`src/rtl/rgmii_rx_pkg.sv`:
```
// Shared constants and FSM state type for the RGMII receive frame parser.
// Nothing here changes when RX_FCS_STRIP_EN is defined.
package rgmii_rx_pkg;

   localparam logic [7:0] SFD_BYTE   = 8'hD5;
   localparam logic [7:0] PRE_BYTE   = 8'h55;

   localparam logic [1:0] SPEED_10   = 2'b00;
   localparam logic [1:0] SPEED_100  = 2'b01;
   localparam logic [1:0] SPEED_1000 = 2'b10;

   typedef enum logic [1:0] {
      ST_IDLE,
      ST_PREAMBLE,
      ST_DATA,
      ST_DROP
   } state_t;

endpackage

```
`src/rtl/rgmii_rx_frame_parser_nibble_pack.sv`:
```
// Turns SDR RGMII samples into bytes.
// 1000 mode produces a byte on every DV cycle; 10/100 mode pairs rising-edge nibbles, low nibble first.
module rgmii_nibble_pack (
   input  logic       clk,
   input  logic       rst_n,
   input  logic       dv,
   input  logic [3:0] rxd_rise,
   input  logic [3:0] rxd_fall,
   input  logic       speed1000,
   output logic [7:0] byte_data,
   output logic       byte_strobe,
   output logic       odd_nibble
);

   logic       phase;
   logic [3:0] held;

   always_ff @(posedge clk or negedge rst_n) begin
      if (!rst_n) begin
         phase <= 1'b0;
         held  <= 4'h0;
      end else if (!dv || speed1000) begin
         phase <= 1'b0;
      end else begin
         phase <= ~phase;
         if (!phase) held <= rxd_rise;
      end
   end

   // A set phase at DV fall means the frame ended on half a byte.
   always_comb begin
      odd_nibble = !dv && phase;
      if (speed1000) begin
         byte_data   = {rxd_fall, rxd_rise};
         byte_strobe = dv;
      end else begin
         byte_data   = {rxd_rise, held};
         byte_strobe = dv && phase;
      end
   end

endmodule

```
`src/rtl/rgmii_rx_frame_parser.sv`:
```
// RGMII receive frame parser: in-band status decode, preamble/SFD strip, byte-write interface to the RX buffer.
// Define RX_FCS_STRIP_EN to hold back the trailing 4 FCS bytes through a delay line.
module rgmii_rx_frame_parser
   import rgmii_rx_pkg::*;
#(
   parameter int MAX_LEN = 1526,
   parameter int PRE_MAX = 8,
   parameter int LEN_W   = 11
) (
   input  logic       i_rxc,
   input  logic       i_rst_n,
   input  logic [3:0] i_rxd_rise,
   input  logic [3:0] i_rxd_fall,
   input  logic       i_rx_ctl_rise,
   input  logic       i_rx_ctl_fall,
   output logic [7:0] o_rx_data,
   output logic       o_rx_valid,
   output logic       o_rx_end,
   output logic       o_rx_err,
   output logic       o_speed1000,
   output logic       o_link_up
);

   localparam logic [LEN_W-1:0] ONE = LEN_W'(1);

   logic             dv, er;
   logic             dv_prev, err_flag, data_seen;
   state_t           state, pre_state;
   logic [LEN_W-1:0] count, pre_base, pre_count;
   logic [7:0]       pk_byte;
   logic             pk_strobe, pk_odd, fcs_short;

   assign dv = i_rx_ctl_rise;
   assign er = i_rx_ctl_rise ^ i_rx_ctl_fall;

   rgmii_nibble_pack u_pack (
      .clk        (i_rxc),
      .rst_n      (i_rst_n),
      .dv         (dv),
      .rxd_rise   (i_rxd_rise),
      .rxd_fall   (i_rxd_fall),
      .speed1000  (o_speed1000),
      .byte_data  (pk_byte),
      .byte_strobe(pk_strobe),
      .odd_nibble (pk_odd)
   );

`ifdef RX_FCS_STRIP_EN
   logic [7:0] fcs_line [4];
   logic [2:0] fcs_fill;
   assign fcs_short = (fcs_fill != 3'd4);
`else
   assign fcs_short = 1'b0;
`endif

   // Preamble step is shared by the DV-rise cycle in IDLE and by PREAMBLE itself.
   always_comb begin
      pre_base  = (state == ST_PREAMBLE) ? count : '0;
      pre_state = ST_PREAMBLE;
      pre_count = pre_base;
      if (pk_strobe) begin
         if (pk_byte == SFD_BYTE) begin
            pre_state = ST_DATA;
            pre_count = '0;
         end else if (pk_byte != PRE_BYTE || pre_base + ONE >= LEN_W'(PRE_MAX)) begin
            pre_state = ST_DROP;
         end else begin
            pre_count = pre_base + ONE;
         end
      end
   end

   always_ff @(posedge i_rxc or negedge i_rst_n) begin
      if (!i_rst_n) begin
         state       <= ST_IDLE;
         dv_prev     <= 1'b1;
         err_flag    <= 1'b0;
         data_seen   <= 1'b0;
         count       <= '0;
         o_rx_data   <= 8'h00;
         o_rx_valid  <= 1'b0;
         o_rx_end    <= 1'b0;
         o_rx_err    <= 1'b0;
         o_speed1000 <= 1'b1;
         o_link_up   <= 1'b0;
`ifdef RX_FCS_STRIP_EN
         fcs_fill    <= 3'd0;
         for (int i = 0; i < 4; i++) fcs_line[i] <= 8'h00;
`endif
      end else begin
         dv_prev    <= dv;
         o_rx_valid <= 1'b0;
         o_rx_end   <= 1'b0;
         o_rx_err   <= 1'b0;
         case (state)
            ST_IDLE: begin
               if (!i_rx_ctl_rise && !i_rx_ctl_fall) begin
                  o_link_up <= i_rxd_rise[0];
                  case (i_rxd_rise[2:1])
                     SPEED_1000:          o_speed1000 <= 1'b1;
                     SPEED_10, SPEED_100: o_speed1000 <= 1'b0;
                     default:             ;
                  endcase
               end
               if (dv && !dv_prev) begin
                  err_flag  <= er;
                  state     <= pre_state;
                  count     <= pre_count;
                  data_seen <= (pre_state == ST_DATA);
`ifdef RX_FCS_STRIP_EN
                  fcs_fill  <= 3'd0;
`endif
               end
            end
            ST_PREAMBLE: begin
               if (!dv) begin
                  state <= ST_IDLE;
               end else begin
                  if (er) err_flag <= 1'b1;
                  state     <= pre_state;
                  count     <= pre_count;
                  data_seen <= (pre_state == ST_DATA);
               end
            end
            ST_DATA: begin
               if (!dv) begin
                  o_rx_end <= 1'b1;
                  o_rx_err <= err_flag | pk_odd | fcs_short;
                  state    <= ST_IDLE;
               end else begin
                  if (er) err_flag <= 1'b1;
                  if (pk_strobe) begin
                     if (count == LEN_W'(MAX_LEN)) begin
                        err_flag <= 1'b1;
                        state    <= ST_DROP;
                     end else begin
                        count <= count + ONE;
`ifdef RX_FCS_STRIP_EN
                        fcs_line[0] <= pk_byte;
                        fcs_line[1] <= fcs_line[0];
                        fcs_line[2] <= fcs_line[1];
                        fcs_line[3] <= fcs_line[2];
                        if (fcs_fill == 3'd4) begin
                           o_rx_valid <= 1'b1;
                           o_rx_data  <= fcs_line[3];
                        end else begin
                           fcs_fill <= fcs_fill + 3'd1;
                        end
`else
                        o_rx_valid <= 1'b1;
                        o_rx_data  <= pk_byte;
`endif
                     end
                  end
               end
            end
            ST_DROP: begin
               if (!dv) begin
                  o_rx_end <= data_seen;
                  o_rx_err <= data_seen;
                  state    <= ST_IDLE;
               end
            end
            default: state <= ST_IDLE;
         endcase
      end
   end

endmodule

```
`config.mk`:
```
export PLATFORM = sky130hd
export DESIGN_NAME = rgmii_rx_frame_parser
export DESIGN_NICKNAME = d
export VERILOG_FILES = /design/src/rtl/rgmii_rx_pkg.sv /design/src/rtl/rgmii_rx_frame_parser_nibble_pack.sv /design/src/rtl/rgmii_rx_frame_parser.sv
export SDC_FILE = /design/constraint.sdc
export NUM_CORES = 1
export LEC_CHECK = 0
export ABC_AREA = 1
export CAP_MARGIN = 20
export CORE_UTILIZATION = 45
export DETAILED_ROUTE_END_ITERATION = 6
export DONT_BUFFER_PORTS = 1
export PLACE_DENSITY = 0.61
export SLEW_MARGIN = 15
export SYNTH_ARGS = -nofsm -noshare
export SYNTH_HDL_FRONTEND = slang
export SYNTH_HIERARCHICAL = 1
export SYNTH_SLANG_ARGS = --single-unit
```
`constraint.sdc`:
```
create_clock -name i_rxc -period 6.25 [get_ports i_rxc]
set_clock_uncertainty 0.1 [all_clocks]
set_input_delay 1.25 -clock i_rxc [delete_from_list [all_inputs] [get_ports i_rxc]]
set_output_delay 1.25 -clock i_rxc [all_outputs]
set_load 0.01 [all_outputs]
```
# After elaboration in Yosys (flattened, before gate mapping)
# Index checks and enable logic that the tools add are counted.
# op_classes
addsub	2
magnitude_cmp	1
n_eq_ne	17
n_mux	43
n_bitwise	5
n_reduce_logical	23
# op_table
cell	count
$mux W11	9
$pmux W11 S3	1
$add A11 B1 Y11 const B	2
$mux W2	9
$mux W1	17
$ne A2 B2 Y1 const B	6
$reduce_and A4 Y1	3
$eq A11 B11 Y1 const B	1
$ge A11 B4 Y1 const B	1
$eq A2 B2 Y1 const B	4
$eq A8 B8 Y1 const B	1
$mux W8	1
$ne A8 B7 Y1 const B	1
$pmux W1 S2	4
$pmux W2 S4	1
$ne A3 B3 Y1 const B	2
$reduce_and A3 Y1	2
$reduce_and A6 Y1	1
$eq A2 B1 Y1 const B	2
$logic_and A1 B1 Y1	4
$logic_not A2 Y1	2
$reduce_and A2 Y1	2
$reduce_bool A2 Y1	2
$logic_not A1 Y1	3
other kinds (7)	10
# totals
register_bits	34
inputBits	12
out_inout_bits	13
elab_cells	104

# Depth between registers and ports, before layout
# Gate-level depths: netlist of run 1.
# logic_depth
depth_word	11
ltp_mapped	20
depth_no_buf	18

# Cells and area by module
# Netlist of run 1, hierarchy kept.
# by_module_without_submodules
mod	n_inst	cells_per_inst	area_each_um2	seq_area_each_um2
rgmii_rx_frame_parser	1	317	2185.8	728.2
rgmii_nibble_pack	1	46	342.8	125.1

# Least setup slack after synthesis of run 1
# OpenSTA, ideal clock, no wires.
# synth_timing
path_kind	input port to flip-flop
from	in i_rxd_rise[2]
to	reg count[7]
t_arrival_ps	2453
required_time_ps	6033
slack_ps	3580
path_stages	15
n_path_buf	0
cell_sequence	inv_1 > o21ai_0 > inv_1 > nor2_1 > nand2_1 > nor2_1 > nand2_1 > nor2_1 > nand2_2 > nor2_4 > nand3_4 > nand3_1 > nand2_1 > nand3_1 > nand2_1
# synth_between
elab_chain_len	8
elab_cells_between_ends	10
classes_between	eq/ne (2); mux (7); reduce/logical (1)
# synth_lines
item	line_no	text
from (decl)	rgmii_rx_frame_parser.sv:12	input logic [3:0] i_rxd_rise,
$mux W8 (*)	rgmii_rx_frame_parser_nibble_pack.sv:33	if (speed1000) begin
via pk_byte[6]	rgmii_rx_frame_parser.sv:30	logic [7:0] pk_byte;
$ne A8 B7 Y1	rgmii_rx_frame_parser.sv:65	end else if (pk_byte != PRE_BYTE || pre_base + ONE >= LEN_W'(PRE_MAX)) begin
$logic_or A1 B1 Y1	rgmii_rx_frame_parser.sv:65	
$mux W11	rgmii_rx_frame_parser.sv:65	
$mux W11 (*)	rgmii_rx_frame_parser.sv:62	if (pk_byte == SFD_BYTE) begin
$mux W11 (*)	rgmii_rx_frame_parser.sv:61	if (pk_strobe) begin
$mux W11 (on tied branches)	rgmii_rx_frame_parser.sv:116, rgmii_rx_frame_parser.sv:105	
$pmux W11 S3 (*)	rgmii_rx_frame_parser.sv:95	case (state)
to (signal assigned)	rgmii_rx_frame_parser.sv:108	count <= pre_count;
to (signal assigned)	rgmii_rx_frame_parser.sv:121	count <= pre_count;
to (signal assigned)	rgmii_rx_frame_parser.sv:137	count <= count + ONE;
to (decl)	rgmii_rx_frame_parser.sv:29	logic [LEN_W-1:0] count, pre_base, pre_count;
# The timed path passes the listed nets; every way through them passes the cells marked *. The select of a mux whose other input is x is not followed.
# A chain may end at the register's enable or synchronous reset.

# Worst setup path after layout of run 1
# layout_timing
from	reg state[1]
to	reg count[7]
# layout_between
elab_chain_len	10
elab_cells_between_ends	20
classes_between	add/sub (1); order compare (1); eq/ne (7); mux (7); reduce/logical (4)
# layout_lines
item	line_no	text
from (decl)	rgmii_rx_frame_parser.sv:28	state_t state, pre_state;
from (signal assigned)	rgmii_rx_frame_parser.sv:107	state <= pre_state;
from (signal assigned)	rgmii_rx_frame_parser.sv:120	state <= pre_state;
$eq A2 B1 Y1	rgmii_rx_frame_parser.sv:58, rgmii_rx_frame_parser.sv:95	
$mux W11	rgmii_rx_frame_parser.sv:58	pre_base = (state == ST_PREAMBLE) ? count : '0;
$add A11 B1 Y11	rgmii_rx_frame_parser.sv:65, rgmii_rx_frame_parser.sv:68	
$ge A11 B4 Y1	rgmii_rx_frame_parser.sv:65	
$logic_or A1 B1 Y1	rgmii_rx_frame_parser.sv:65	
$mux W11	rgmii_rx_frame_parser.sv:65	
$mux W11	rgmii_rx_frame_parser.sv:62	
$mux W11	rgmii_rx_frame_parser.sv:61	
$mux W11 (on tied branches)	rgmii_rx_frame_parser.sv:116, rgmii_rx_frame_parser.sv:105	
$pmux W11 S3	rgmii_rx_frame_parser.sv:95	
# Parallel ways exist; a longest one is shown, timed or not. The select of a mux whose other input is x is not followed.

==> flow_summary.toml, run 1 <==
[synthesis]
avgSynthCellArea_um2 = 6.97
ys_ff_latch = 34
synth.area.top_cells = "dfrtp_1 (32%), nand2_1 (16%), nor2_1 (6.2%)"
synth_cell_types = 38
yosysTopAreaCell = "dfrtp_1"
syn_area_um2 = 2530
yosysWarnings = 6
synthFlopType = "dfrtp_1"
synth_async_sr_flop_share = 1.00
yosysSeqAreaShare = 0.337
synthesis.nets = 384
synth_enable_flop_cells = 0
yosysTopAreaCellShare = 0.317
synthCells = 363

[floorplan]
die-area_um2 = 5920
die_h_um = 77.0
placementRows = 26
coreArea_um2 = 5270
ios = 25
start_util = 0.480
die_w_um = 77.0

[clock_network]
clk_pin_slew_worst_paths_ps = 80
cts_resized = 0
cts_buffers = 5
insertion_delay_ps = 290
clockBufferDepth = 2
cts-root-buf = "clkbuf_8"
cts_tree = "yes"
clock-sinks = 34
cts_setup_buffers = 0
htreeDepth = 2
holdBufCountCts = 0

[timing]
rsz0062_at_grt = "false"
final.min_clock_period_ps = 2930
worstMarginPinSlew_ps = 696
slew_viol_final = 0
fin_setup_tns_ps = 0
period_share = 0.469
fmax_mhz = 341
hold_viol = 0
setup_violations = 0
relSlewSlack = 0.536
hold_slack_ps = 380

[power]
switching_share = 0.505
p_comb_frac = 0.505
pwr-share-clk = 0.137
p_int_uw = 640
seq_power_share = 0.358
power.switching_uw = 653
powerDensity_nw_per_um2 = 492
p_leak_uw = 0.00137
vdd_ir_drop_max_mv = 0.223

[critical_path]
crit_slowest_cell = "ha_1"
worstSetupPathType = "reg2reg"
cp-start-kind = "flop"
cp.arrival_ps = 3020
worst_setup_path_end_kind = "flop"
critPathMaxStageDelay_ps = 600
cp_cell_sequence = "inv_1 -> ha_1 -> nand2_1 -> inv_1 -> ha_1 -> nand2_2 -> nor2_4 -> nand3_1 -> nand2_2 -> nand2_2 -> nor2_4 -> nand3_4 -> nand3_1 -> nand2_1 -> nand3_1 -> nand2_1"
crit_required_ps = 6340
path_max_fanout = 18

[drt]
drc = 0
drt-vias-per-instance = 5.25
wl_per_cell_um = 13.4
vias = 2256
dr.pass1.iters = 4
route.met2.wl_um = 2670
top_layer = "met4"
first_iter_violations = 132
routed_wl_um = 5770
wl_met1_um = 2790
ant_nets = 0
wl_met3_um = 219

[hold_path]
worstHoldPathType = "reg2reg"

[cells_and_area]
design_area_um2 = 2630
final_cell_mix = "nand2_1 (107), nor2_1 (42), inv_1 (41), dfrtp_1 (32), nand3_1 (29)"
fin_nets = 380
fill_cells = 546
multi_input_area_um2 = 1420
diodes = 0
syn_to_final_growth_pct = 3.91
seq_area_um2 = 853
layout_commonest_cell = "nand2_1"
drive_gt1_frac = 0.111

[place]
place_area_um2 = 2530
portBuffers = 0
dp_hpwl_um = 4240
gp_congestion = 0.844

[global_routing]
grt_max_degree = 35
antenna_found_initial = 0
overflow = 0
grt_pass1_wl_um = 10100
grt_pass1_vias = 2189
grt_use_total = 0.217

[status]
run_status = "completed"

[run]
max_cap_viol_count = 0
[final timing paths]
path	startpoint	end	slack (ps)	cells after the start
setup / recovery	state[1]$_DFFE_PN0P_	count[7]$_DFFE_PN0P_	3320	16
hold / removal	u_pack/held[3]$_DFFE_PN0P_	u_pack/held[3]$_DFFE_PN0P_	380	2
setup reg to reg	state[1]$_DFFE_PN0P_	count[7]$_DFFE_PN0P_	3320	16
hold reg to reg	u_pack/held[3]$_DFFE_PN0P_	u_pack/held[3]$_DFFE_PN0P_	380	2
max in group asynchronous	i_rst_n	dv_prev$_DFF_PN1_	5330	0
min in group asynchronous	i_rst_n	u_pack/held[3]$_DFFE_PN0P_	540	0
[power groups by stage]
stage               Clock (uW)  Sequential, uW  Combinational (uW)
floorplan                    0             405                 609
global placement             0             465                 648
detailed placement           0             466                 654
CTS                        185             463                 654
global route               193             482                 753
finish                     177             463                 653
[critical path: cells and delay by family, from the launching register on]
kind          cells  cell delay, ps
flops             1             400
buf+inv           2             240
simple gates     12            1310
fa+ha+maj         2             780
[cell families after synthesis]
kind of cell,after synthesis,synth area share
compound gates,49,0.117
xor+xnor,2,0.00693
fa+ha+maj,9,0.0445
buf+inv,57,0.101
flops,34,0.337
mux,1,0.00445
simple gates,211,0.388
[routing by layer]
layer	track usage	up-vias
li1	-	1149
met2	0.343	55
met5	0	-
met3	0.0464	10
met4	0.0827	0
met1	0.288	1042
[state kept, by name (all words and copies together) (netlist names)]
name          count
o_speed1000       1
data_seen         1
o_rx_err          1
dv_prev           1
o_link_up         1
count            11
state             2
u_pack/phase      1
err_flag          1
u_pack/held       4
o_rx_valid        1
o_rx_end          1
o_rx_data         8
[per-stage QoR]
stage	power, uW	instances	utilization	setup slack (ps)
after floorplan	1010	363	-	3580
after global placement	1110	422	0.481	3180
after detailed placement	1120	422	0.481	3140
after CTS	1300	430	0.499	3320
after global routing	1430	430	0.499	3010
final	1290	430	0.499	3320
[synth_stat cells (all sizes together), types with 2 or more instances]
| cell | count |
|---|---|
| a21oi | 19 |
| a22oi | 5 |
| a31oi | 4 |
| buf | 9 |
| clkbuf | 2 |
| clkinv | 2 |
| dfrtp | 32 |
| dfstp | 2 |
| ha | 9 |
| inv | 44 |
| nand2 | 117 |
| nand3 | 31 |
| nand3b | 3 |
| nand4 | 6 |
| nor2 | 49 |
| nor3 | 5 |
| o21ai | 17 |
| xor2 | 2 |
[cell type report]
cell class,count,area share
clock buffer,6,0.0314
tap,70,0.0333
sequential,34,0.325
inverter,46,0.0657
clock inverter,2,0.00476
multi-input combinational,272,0.540
No activity file was read; power rests on OpenSTA's default activity.
==> run 2: changes to the inputs <==
PLACE_DENSITY = 0.63   (was 0.61)
clock period = 2.6 ns   (was 6.25 ns; I/O delays follow)
==> run 2 against run 1 <==
Compared with the run above: first-iteration DRC count up 6.8%; non-clock buffer count grew 8; largest power group unchanged; clock power rose by 140%; cell area up 3.3%.
==> flow_summary.toml, run 2 (same netlist as run 1, synthesis figures left out) <==
[cells_and_area]
syn_to_final_growth_pct = 7.37
diodes = 0
layout_commonest_cell = "nand2_1"
regMostFlops = "count"
fill_cells = 538
final_cell_mix = "nand2_1 (107), nor2_1 (42), inv_1 (40), dfrtp_1 (32), nand3_1 (29)"
utilization = 0.515
reg_top3 = "count: 11 flops, o_rx_data: 8 flops, u_pack/held: 4 flops"
largest_reg_flops = 11
fin_nets = 388
drive_gt1_frac = 0.133

[floorplan]
die-area_um2 = 5920
die_w_um = 77.0
ios = 25
coreArea_um2 = 5270
placementRows = 26
die_h_um = 77.0
start_util = 0.480

[critical_path]
cp.arrival_ps = 2460
critPathTopFamily = "simple AND/OR/NAND/NOR gates"
worst_setup_path_end_kind = "flop"
cp_cell_sequence = "inv_2 -> ha_4 -> nand2_1 -> inv_1 -> ha_1 -> nand2_2 -> nor2_4 -> nand3_1 -> nand2_2 -> nand2_2 -> nor2_4 -> nand3_4 -> nand3_1 -> nand2_1 -> nand3_1 -> nand2_1"
cp-start-kind = "flop"
worst-path-buf-inv = 2
cp-startpoint = "state[1]$_DFFE_PN0P_"
crit_required_ps = 2680
critPathMaxStageDelay_ps = 410
crit_end = "count[7]$_DFFE_PN0P_"
r2r-end = "count[7]$_DFFE_PN0P_"
crit_cells = 16
reg2reg_depth = 16
r2r-start = "state[1]$_DFFE_PN0P_"
rrSetupSlack_ps = 230
path_max_fanout = 8
worstSetupPathType = "reg2reg"
crit_slowest_cell = "dfrtp_1"

[drt]
wl_per_cell_um = 13.5
dr.pass1.iters = 4
vias = 2296
drt-vias-per-instance = 5.24
routed_wl_um = 5900
first_iter_violations = 141
drc = 0
ant_nets = 0

[global_routing]
grt_pass1_vias = 2133
grt_pass1_wl_um = 10100
antenna_found_initial = 0
grt_max_degree = 35
grt_use_total = 0.215
overflow = 0

[clock_network]
clock-sinks = 34
clk_pin_slew_worst_paths_ps = 80
cts_tree = "yes"
htreeDepth = 2
cts-root-buf = "clkbuf_8"
clockBufferDepth = 2
insertion_delay_ps = 290
cts_buffers = 5

[place]
gp_congestion = 0.895
dp_hpwl_um = 4330
portBuffers = 0

[timing]
fin_setup_tns_ps = 0
worstMarginPinSlew_ps = 388
slew_viol_final = 0
hold_viol = 0
relSlewSlack = 0.738
final.min_clock_period_ps = 2370
setup_violations = 0
period_share = 0.913
rsz0062_at_grt = "false"
fmax_mhz = 421

[power]
power.total_uw = 3230
p_leak_uw = 0.00141
powerDensity_nw_per_um2 = 1190
vdd_ir_drop_max_mv = 0.545

[hold_path]
worstHoldPathType = "in2reg"

[run]
max_cap_viol_count = 0

[status]
run_status = "completed"
## run 2: per-stage QoR
step                cells  cell area (um^2)  worst slack [ps]  hold WS (ps)
floorplan             363              2530               231           124
global placement      427              2570               205           125
detailed placement    427              2570               129           125
CTS                   437              2700               119           118
global route          438              2720              7.02           109
finish                438              2720               226           127
## run 2: timing repair
item                                    4_1_cts  5_1_grt
hold buffers                                  2        0
endpoints found under the hold margin        34        0
gates resized for setup                       0        3
endpoints found under the setup margin        0       12
buffers inserted                              0        1
## run 2: worst min-delay path by stage
stage / start / end / cells after the start
finish: i_rx_ctl_rise / dv_prev$_DFF_PN1_ / 0
global route: i_rx_ctl_rise / dv_prev$_DFF_PN1_ / 0
CTS: i_rx_ctl_rise / dv_prev$_DFF_PN1_ / 0
detailed placement: i_rst_n / o_rx_data[0]$_DFFE_PN0P_ / 0
global placement: i_rst_n / o_rx_data[0]$_DFFE_PN0P_ / 0
floorplan: i_rst_n / count[0]$_DFFE_PN0P_ / 0
## run 2: worst register-to-register path, cell delays in order, from the launching register on
cell and delay, ps:
dfrtp_1 410, inv_2 110, ha_4 160, nand2_1 80, inv_1 100, ha_1 180, nand2_2 80, nor2_4 190
nand3_1 110, nand2_2 90, nand2_2 60, nor2_4 170, nand3_4 150, nand3_1 110, nand2_1 50, nand3_1 70
nand2_1 50
## run 2: layout make-up
class / instances / area, um^2 / area share
multi-input combinational: 272 / 1430 / 0.527
sequential: 34 / 853 / 0.314
inverter: 46 / 173 / 0.0636
tap: 70 / 87.6 / 0.0323
clock buffer: 6 / 82.6 / 0.0304
timing repair buffer: 8 / 75.1 / 0.0276
clock inverter: 2 / 12.5 / 0.00461
## run 2: per-layer routing
layer,track usage,share of wire,vias to the layer above
li1,-,-,1172
met1,0.282,0.47,1059
met2,0.339,0.46,57
met3,0.0476,0.060,8
met4,0.0904,0.013,0
met5,0,0,-
## run 2: power breakdown
part,leakage [uW],total [uW],internal (uW),switching [uW]
clock,0.0000472,424,213,211
sequential,0.000423,1100,772,331
combinational,0.000943,1700,616,1080
total,0.00141,3230,1600,1630
==> run 3: changes to the inputs <==
CELL_PAD_IN_SITES_DETAIL_PLACEMENT = 1   (was unset)
CELL_PAD_IN_SITES_GLOBAL_PLACEMENT = 1   (was unset)
CORE_UTILIZATION = 42   (was 45)
PLACE_DENSITY = 0.78   (was 0.63)
==> run 3 against run 2 <==
Compared with the run above: sequential cell count unchanged; non-clock buffer count increased by 3; final cell count increased by 1.1%; power increased by 3.1%; critical path depth unchanged; count of clock-buffer cells in the layout increased by 2; die area increased by 7.0%; critical endpoint unchanged; core utilization decreased by 2.9 points.
==> flow_summary.toml, run 3 (same netlist as run 1, synthesis figures left out) <==
[timing]
fin_setup_tns_ps = 0
worst_slack_ps = 163
final.min_clock_period_ps = 2440
hold_slack_ps = 127
worstMarginPinSlew_ps = 435
hold_viol = 0
period_share = 0.937
fmax_mhz = 410
relSlewSlack = 0.707
setup_violations = 0
slew_viol_final = 0

[critical_path]
rrSetupSlack_ps = 160
worstSetupPathType = "reg2reg"
reg2reg_depth = 16
cp_cell_sequence = "inv_2 -> ha_4 -> nand2_1 -> inv_2 -> ha_2 -> nand2_2 -> nor2_4 -> nand4_1 -> nand2_1 -> nand2_1 -> nor2_4 -> nand3_4 -> nand3_1 -> nand2_1 -> nand3_1 -> nand2_1"
r2r-start = "state[1]$_DFFE_PN0P_"
crit_slowest_cell = "dfrtp_1"
critPathMaxStageDelay_ps = 400
crit_required_ps = 2670
r2r-end = "count[7]$_DFFE_PN0P_"
cp.arrival_ps = 2510
path_max_fanout = 8
cp-start-kind = "flop"
worst_setup_path_end_kind = "flop"
cp_common_cell = "nand2_1"

[power]
powerDensity_nw_per_um2 = 1210
p_leak_uw = 0.00142
vdd_ir_drop_max_mv = 0.550

[clock_network]
cts_tree = "yes"
clockBufferDepth = 2
cts_buffers = 5
insertion_delay_ps = 290
cts-root-buf = "clkbuf_8"
clock-sinks = 34
clk_pin_slew_worst_paths_ps = 60
htreeDepth = 2

[drt]
drt-vias-per-instance = 5.30
vias = 2346
wl_per_cell_um = 15.9
dr.pass1.iters = 4
routed_wl_um = 7040
drc = 0
ant_nets = 0
first_iter_violations = 105

[cells_and_area]
final_cell_mix = "nand2_1 (107), nor2_1 (42), inv_1 (38), dfrtp_1 (32), nand3_1 (29)"
seq_area_um2 = 857
fill_cells = 739
largest_reg_flops = 11
fin_nets = 391
final_cells = 443
reg_top3 = "count: 11 flops, o_rx_data: 8 flops, u_pack/held: 4 flops"
multi_input_area_um2 = 1430
layout_commonest_cell = "nand2_1"
diodes = 0
syn_to_final_growth_pct = 8.56
drive_gt1_frac = 0.146
regMostFlops = "count"
design_area_um2 = 2750

[floorplan]
die-area_um2 = 6330
ios = 25
placementRows = 27
coreArea_um2 = 5640
die_h_um = 79.6
start_util = 0.448
die_w_um = 79.6

[global_routing]
grt_pass1_vias = 2398
antenna_found_initial = 0
grt_pass1_wl_um = 11700
overflow = 0
grt_use_total = 0.243
grt_max_degree = 35

[hold_path]
hold-path-endpoint = "dv_prev$_DFF_PN1_"
worstHoldPathType = "in2reg"
hold_start = "i_rx_ctl_rise"
worst_hold_path.num_cells = 0

[status]
run_status = "completed"

[place]
portBuffers = 0
dp_hpwl_um = 5340
place_area_um2 = 2570
dp.cells = 429
place_worst_setup_slack_ps = 24.3
gp_congestion = 0.841

[run]
max_cap_viol_count = 0
[run 3: cell types whose count changed in the layout (fill, tap and decap cells not counted)]
cell / delta
buf_4: +3
inv_2: +2
inv_1: -2
clkinv_1: -1
clkbuf_1: +2
dfstp_2: -1
dfstp_4: +1
ha_2: +1
ha_1: -1
clkinv_2: -1
[run 3: routing by layer]
| metal | up-vias | share of wire | wire, um | track usage |
|---|---|---|---|---|
| met5 | - | 0 | 0 | 0 |
| met4 | 0 | 0.014 | 100 | 0.0709 |
| met3 | 10 | 0.030 | 208 | 0.0469 |
| met2 | 32 | 0.47 | 3320 | 0.402 |
| met1 | 1139 | 0.48 | 3410 | 0.319 |
| li1 | 1165 | - | - | - |
[run 3: metrics by stage]
stage | total power [uW] | util
floorplan | 2440 | -
global placement | 2760 | 0.456
detailed placement | 2830 | 0.456
CTS | 3270 | 0.477
global route | 3640 | 0.487
finish | 3330 | 0.487
[run 3: report_power, final]
part	total (uW)	internal, uW	switching, uW
Clock	414	216	198
Combinational	1820	649	1170
Sequential	1090	777	316
[run 3: worst max path at each step]
| stage | startpoint | end | slack [ps] |
|---|---|---|---|
| finish | state[1]$_DFFE_PN0P_ | count[7]$_DFFE_PN0P_ | 160 |
| global route | state[1]$_DFFE_PN0P_ | count[7]$_DFFE_PN0P_ | -30 |
| CTS | state[1]$_DFFE_PN0P_ | count[7]$_DFFE_PN0P_ | 9 |
| detailed placement | state[1]$_DFFE_PN0P_ | count[7]$_DFFE_PN0P_ | 20 |
| global placement | state[1]$_DFFE_PN0P_ | count[7]$_DFFE_PN0P_ | 170 |
| floorplan | state[1]$_DFFE_PN0P_ | count[7]$_DFFE_PN0P_ | 230 |
[run 3: final cells by class]
cell class / count / share of cell area
multi-input cells: 272 / 0.522
flip-flops and latches: 34 / 0.312
inverters: 46 / 0.0643
repair buffers: 11 / 0.0356
clock buffers: 8 / 0.0328
well taps: 72 / 0.0328
[run 3: timing repair]
action / in CTS / in global routing
resized for setup: 0 / 8
buffers inserted: 0 / 4
hold buffers: 2 / 0
setup endpoints to repair: 0 / 20
hold endpoints to repair: 34 / 0
[run 3: critical path: cells and delay by family, from the launching register on]
| family | cells | cell delay (ps) |
|---|---|---|
| fa+ha+maj | 2 | 350 |
| flops | 1 | 400 |
| buf+inv | 2 | 180 |
| simple gates | 12 | 1290 |
